==> src/rtl/uart_tx_serializer.sv <==
// UART transmit engine: pops 9-bit words (data + parity) from a registered-read FIFO
// and serialises start, 8 data bits LSB-first, parity and stop bit(s) onto tx.
module uart_tx_serializer #(
  parameter int CLKS_PER_BIT = 868,
  parameter int STOP_BITS    = 1,
  parameter int PARITY_SRC   = 0
) (
  input  logic       clk,
  input  logic       reset_n,
  input  logic       tx_enable,
  input  logic       fifo_empty,
  input  logic [8:0] fifo_dout,
  output logic       fifo_rd_en,
  output logic       tx,
  output logic       busy,
  output logic       frame_done
);

  localparam int              CNT_W     = $clog2(CLKS_PER_BIT);
  localparam logic [CNT_W-1:0] CNT_LAST  = CNT_W'(CLKS_PER_BIT - 1);
  localparam logic [CNT_W-1:0] CNT_PRE   = CNT_W'(CLKS_PER_BIT - 2);
  localparam logic             STOP_LAST = (STOP_BITS == 2);

  typedef enum logic [2:0] {IDLE, LOAD, START, DATA, PARITY, STOP} state_t;

  state_t           state;
  logic [CNT_W-1:0] baud_cnt;
  logic [2:0]       bit_idx;
  logic             stop_cnt;
  logic [7:0]       shift_reg;
  logic             par_bit;
  logic             wrap;

  function automatic logic frame_parity(input logic [8:0] word);
    if (PARITY_SRC != 0) return ^word[7:0];
    else                 return word[8];
  endfunction

  assign wrap = (baud_cnt == CNT_LAST);
  assign busy = (state != IDLE);

  // Gated by reset_n so no pop can be requested while reset is held.
  assign fifo_rd_en = reset_n && (state == IDLE) && tx_enable && !fifo_empty;

  always_ff @(posedge clk) begin
    if (state == LOAD) begin
      shift_reg <= fifo_dout[7:0];
      par_bit   <= frame_parity(fifo_dout);
    end else if (state == DATA && wrap) begin
      shift_reg <= {1'b0, shift_reg[7:1]};
    end
  end

  always_ff @(posedge clk or negedge reset_n) begin
    if (!reset_n) begin
      state      <= IDLE;
      tx         <= 1'b1;
      frame_done <= 1'b0;
      baud_cnt   <= '0;
      bit_idx    <= '0;
      stop_cnt   <= 1'b0;
    end else begin
      frame_done <= 1'b0;
      if (state == IDLE || state == LOAD || wrap) baud_cnt <= '0;
      else                                        baud_cnt <= baud_cnt + CNT_W'(1);

      case (state)
        IDLE: begin
          tx <= 1'b1;
          if (fifo_rd_en) state <= LOAD;
        end
        LOAD: begin
          tx    <= 1'b0;
          state <= START;
        end
        START: begin
          if (wrap) begin
            tx      <= shift_reg[0];
            bit_idx <= '0;
            state   <= DATA;
          end
        end
        DATA: begin
          // shift_reg shifts on this same edge, so [1] is the bit that follows.
          if (wrap) begin
            if (bit_idx == 3'd7) begin
              tx    <= par_bit;
              state <= PARITY;
            end else begin
              tx      <= shift_reg[1];
              bit_idx <= bit_idx + 3'd1;
            end
          end
        end
        PARITY: begin
          if (wrap) begin
            tx       <= 1'b1;
            stop_cnt <= 1'b0;
            state    <= STOP;
          end
        end
        STOP: begin
          // Raised one cycle early so the pulse coincides with the last stop cycle.
          if (stop_cnt == STOP_LAST && baud_cnt == CNT_PRE) frame_done <= 1'b1;
          if (wrap) begin
            if (stop_cnt == STOP_LAST) state <= IDLE;
            else                       stop_cnt <= stop_cnt + 1'b1;
          end
        end
        default: begin
          tx    <= 1'b1;
          state <= IDLE;
        end
      endcase
    end
  end

endmodule

==> config.mk <==
export PLATFORM = sky130hd
export DESIGN_NAME = uart_tx_serializer
export DESIGN_NICKNAME = d
export VERILOG_FILES = /design/src/rtl/uart_tx_serializer.sv
export SDC_FILE = /design/constraint.sdc
export NUM_CORES = 1
export LEC_CHECK = 0
export CORE_MARGIN = 8
export CORE_UTILIZATION = 50
export DETAILED_ROUTE_END_ITERATION = 8
export GPL_TIMING_DRIVEN = 0
export PLACE_DENSITY_LB_ADDON = 0.05
export SLEW_MARGIN = 5
export SYNTH_ARGS = -nofsm -noshare
export SYNTH_HDL_FRONTEND = slang
export SYNTH_SLANG_ARGS = --single-unit
==> constraint.sdc <==
create_clock -name clk -period 2.62 [get_ports clk]
set_input_delay 0.655 -clock clk [delete_from_list [all_inputs] [get_ports clk]]
set_output_delay 0.655 -clock clk [all_outputs]
set_load 0.01 [all_outputs]
# Word level (Yosys, flattened, before mapping)

Index checks and enable logic that the tools add are counted.

Input port bits: 13
Flip-flop bits (word level): 28

Muxes and demuxes: 26
Reduce and logical (&&, ||, !) cells: 17
Add/subtract/negate cells: 3
Equality and inequality tests: 16
Bitwise logic cells: 2

Operators with widths:

| kind                                                                   | count |
|---|---|
| 3-bit two-way mux                                                      | 10 |
| 10-bit equality test (second input constant)                           | 2 |
| 3-bit case mux with 6 select lines                                     | 1 |
| 8-bit two-way mux                                                      | 2 |
| 2-bit != test (second input constant)                                  | 7 |
| 10-bit by 1-bit adder with 10-bit output (second input constant)       | 1 |
| 10-bit two-way mux                                                     | 1 |
| 3-bit equality test (second input constant)                            | 3 |
| 1-bit two-way mux                                                      | 9 |
| 4-bit AND reduction                                                    | 2 |
| 7-bit AND reduction                                                    | 1 |
| 3-bit by 2-bit equality test with 1-bit output (second input constant) | 2 |
| 3-bit case mux with 2 select lines                                     | 1 |
| 2-bit nonzero test                                                     | 3 |
| 1-bit logical AND                                                      | 5 |
| 1-bit case mux with 5 select lines                                     | 1 |
| 3-bit by 1-bit adder with 3-bit output (second input constant)         | 1 |
| 3-bit by 1-bit equality test with 1-bit output (second input constant) | 1 |
| 3-bit logical NOT                                                      | 1 |
| 3-bit AND reduction                                                    | 1 |
| 3-bit nonzero test                                                     | 1 |
| 1-bit logical OR                                                       | 2 |
| 2-bit by 1-bit != test with 1-bit output (second input constant)       | 1 |
| 1-bit inverter                                                         | 2 |
| other kinds (3)                                                        | 3 |

# Longest topological paths before layout

Depth in word-level cells: 6
Mapped depth: 7
Depth with buffers taken out: 6

# Worst setup path after synthesis

No wires, ideal clock.

Path type: reg2reg
From: reg baud_cnt[2]
To: reg shift_reg[0] (enable)
Stages on the path, launching flop included: 4
Setup slack: 0.784 ns
Path buffers: 0
Period minus slack after synthesis: 1.836 ns
Arrival time: 1.461 ns
Cells stage by stage: dfrtp_1 -> nor4b_4 -> nand3_1 -> a21oi_1

Word-level cells in the longest chain between the ends: 3

RTL lines:

| element                      | line | RTL |
|---|---|---|
| from (decl)                  | 27   | `logic [CNT_W-1:0] baud_cnt;` |
| from (signal assigned)       | 65   | `else baud_cnt <= baud_cnt + CNT_W'(1);` |
| 10-bit equality test         | 39   | `assign wrap = (baud_cnt == CNT_LAST);` |
| 1-bit logical AND            | 49   | `end else if (state == DATA && wrap) begin` |
| 2-bit nonzero test (no line) | -    |  |
| to (signal assigned)         | 47   | `shift_reg <= fifo_dout[7:0];` |
| to (signal assigned)         | 50   | `shift_reg <= {1'b0, shift_reg[7:1]};` |
| to (decl)                    | 30   | `logic [7:0] shift_reg;` |

No other way between the ends.
A chain may end at the register's enable or synchronous reset.

# Worst setup path after layout

From: reg state[0]
To: out busy

Word-level cells in the longest chain between the ends: 1

RTL lines:

| element                | line | RTL |
|---|---|---|
| from (decl)            | 26   | `state_t state;` |
| from (signal assigned) | 56   | `state <= IDLE;` |
| from (signal assigned) | 70   | `if (fifo_rd_en) state <= LOAD;` |
| from (signal assigned) | 74   | `state <= START;` |
| 3-bit nonzero test     | 40   | `assign busy = (state != IDLE);` |
| to (decl)              | 15   | `output logic busy,` |

No other way between the ends.

==> impl_metrics.tcl <==
set metrics [dict create \
    switching_power_mw 0.354 \
    drt-total-wl_mm 2.44 \
    avgSynthCellArea_um2 10.7 \
    critical_path.endpoint "busy" \
    synthArstFlopShare_pct 66.7 \
    drtAntennaViolNets 0 \
    reg2reg_depth 3 \
    htreeDepth 1 \
    dieArea_mm2 0.00477 \
    cp_max_fo 10 \
    gp_congestion 0.791 \
    power_frac_comb_pct 25.3 \
    netlist_top_cells_count "17 x dfrtp_1, 15 x nor2_1, 10 x nand2_1, 10 x nand3_1, 9 x edfxtp_1" \
    largest_reg_flops 10 \
    critPathBufInv 2 \
    hold_viol 0 \
    grt-ovfl-total 0 \
    die_w_um 69.1 \
    worstReg2RegStart "baud_cnt[2]" \
    synth_top_family_by_area "simple AND/OR/NAND/NOR gates" \
    std_cell_rows 19 \
    cts_buffers 3 \
    fmax_mhz 397 \
    r2r_setup_slack_ns 0.57 \
    min_period_over_period_pct 96.1 \
    max_slew_margin_pct 50.1 \
    ir_worst_vdd_uv 447 \
    ys.flop_type "dfrtp_1" \
    viasPerCell 5.53 \
    rsz0062_at_grt "no" \
    cp.required_ns 1.97 \
    pwr-share-clk_pct 16.8 \
    portBuffers 16 \
    crit_chain "clkbuf_4, or3_1, clkdlybuf4s50_1" \
    clk_latency_ns 0.33 \
    diodes 0 \
    pin_count 17 \
    synthAdderAreaFrac_pct 3.55 \
    avgRoutedWirePerCell_um 13.5 \
    dr.pass1.iters 5 \
    fin_area_mm2 0.00162 \
    cp_slowest_cell "dfrtp_2" \
    p_seq_share_pct 57.9 \
    drc 0 \
    cts_tree "built" \
    switching_share_pct 33.3 \
    drive_gt1_share_pct 12.1 \
    crit_path_end_kind "output pin" \
    r2r_end "shift_reg[7]" \
    synth_simple_gate_area_share_pct 23.7 \
    root_buffer "clkbuf_4" \
    die_y_um 69.1 \
    yosys.area_share.xor_xnor_pct 4.97 \
    worstSetupStartpoint "state[0]" \
    total_power_mw 1.06 \
    start_kind "flip-flop" \
    ys_ff_latch 27 \
    hp-class "input port to async pin" \
    fillers 242 \
    first_global_vias 978 \
    crit_type "flip-flop to output pin" \
    clock_path_buffers 2 \
    core_mm2 0.00271 \
    synth.most_common_cell "dfrtp_1" \
    via_count 996 \
    period_needed_ns 2.52 \
    clkTransAtPathRegs_ns 0.14 \
    syn-num-nets 149 \
    cts_sinks 27 \
    synthCells 132 \
    grt_use_total_pct 10.2 \
    synth_edf_count 9 \
    grt_max_degree 20 \
    synth.area.mux_share_pct 7.02 \
    antenna_found_initial 0 \
    synth_top_cell_by_area "dfrtp_1" \
    tightest_slew_ns 0.749 \
    crit_path_max_incr_delay_ns 0.50 \
    timing.final.max_slew_violations 0 \
    placed_area_mm2 0.00161 \
    grt_pass1_wl_mm 4.27 \
    cp_top_family "buffers and inverters" \
    cp.arrival_ns 1.86 \
    status "finished clean" \
    cp.depth 3 \
    synth_top_cell_area_share_pct 30.2 \
    ys_types 39 \
    cts_setup_buffers 0 \
    start_util_pct 52.0 \
    ys_top_cells_by_area "dfrtp_1 30%, edfxtp_1 19%, mux2_2 5.6%" \
    powerDensity_mw_per_mm2 655 \
    fin_nets 167 \
    fin_skew_ns 0.00957 \
    ys_warn_count 0 \
    drtIter0Drc 35 \
    leakage_nw 0.637 \
    syn_area_mm2 0.00141 \
    intPower_mw 0.709 \
    dp_hpwl_mm 1.84 \
    setup_viol 0 \
    synthToLayoutAreaGrowth_pct 15.1 \
    cap_violations 0 \
    synth_compound_area_share_pct 6.22 \
    yosysSeqAreaShare_pct 51.2 \
]
[metal layers]
layer,share of wire (%),vias up,global-route usage [%]
li1,-,498,-
met1,48,468,12.8
met2,47,25,16.6
met3,3.7,5,2.15
met4,1.5,0,4.10
met5,0,-,0
[layout make-up]
cell class | instances | area [µm²] | area share (%)
buffer | 5 | 23.8 | 1.47
clock buffer | 4 | 26.3 | 1.62
inverter | 4 | 15.0 | 0.926
multi-input combinational | 93 | 641 | 39.5
sequential | 27 | 723 | 44.6
tap | 31 | 38.8 | 2.39
timing repair buffer | 16 | 154 | 9.49
[worst register-to-register path: stages (launching register included)]
cell and delay (ns):
dfrtp_1 0.48, nor4b_4 0.44, nand3_1 0.15, a21oi_1 0.64
[kinds of logic (layout without fill, tap and decap cells)]
family | Yosys count | in the layout
buf+inv | 12 | 29
flops | 27 | 27
mux | 9 | 9
compound gates | 14 | 14
xor+xnor | 8 | 8
simple gates | 58 | 58
fa+ha+maj | 4 | 4
[metrics by stage]
| step | util (%) | setup TNS (ns) | worst slack [ns] | hold WS (ns) | std cells |
|---|---|---|---|---|---|
| 3_5_place_dp | 59.3 | -0.716 | -0.716 | 0.511 | 179 |
| 6_report | 59.8 | 0 | 0.102 | 0.236 | 180 |
| 3_3_place_gp | 59.3 | -0.714 | -0.714 | 0.495 | 179 |
| 4_1_cts | 59.9 | 0 | 0.0339 | 0.240 | 181 |
| 5_1_grt | 59.8 | 0 | 0.0324 | 0.264 | 180 |
| 2_1_floorplan | - | 0 | 0.784 | 0.359 | 132 |
[worst min-delay path by stage]
stage | startpoint | to | slack, ns | depth (start not counted)
finish | reset_n | bit_idx[2] | 0.24 | 1
global route | reset_n | bit_idx[2] | 0.26 | 1
CTS | reset_n | bit_idx[2] | 0.24 | 1
detailed placement | baud_cnt[0] | baud_cnt[0] | 0.51 | 1
global placement | baud_cnt[0] | baud_cnt[0] | 0.49 | 1
floorplan | reset_n | baud_cnt[0] | 0.36 | 0
[power groups by stage]
stage	logic, mW	clock network (mW)	registers, mW
floorplan	0.206	0	0.593
global placement	0.282	0	0.602
detailed placement	0.291	0	0.605
CTS	0.274	0.188	0.614
global route	0.311	0.197	0.628
finish	0.269	0.178	0.616
[cell usage in the layout, fill, tap and decap left out, types with 3 or more instances in the layout]
cell,Yosys,routed
a21oi_1,4,4
and2_1,3,3
clkbuf_1,6,3
clkbuf_4,0,4
clkdlybuf4s50_1,0,14
dfrtp_1,17,16
edfxtp_1,9,9
ha_1,4,4
inv_1,4,4
mux2_2,7,7
nand2_1,10,10
nand3_1,10,10
nor2_1,15,15
nor3_1,3,3
xnor2_1,5,5
xor2_1,3,3
[repair_timing]
item,4_1_cts,5_1_grt
endpoints found under the setup margin,2,1
cloned,0,0
hold buffers,0,0
hold endpoints to repair,0,0
gates resized for setup,8,1
Power figures use the tool's default switching activity.
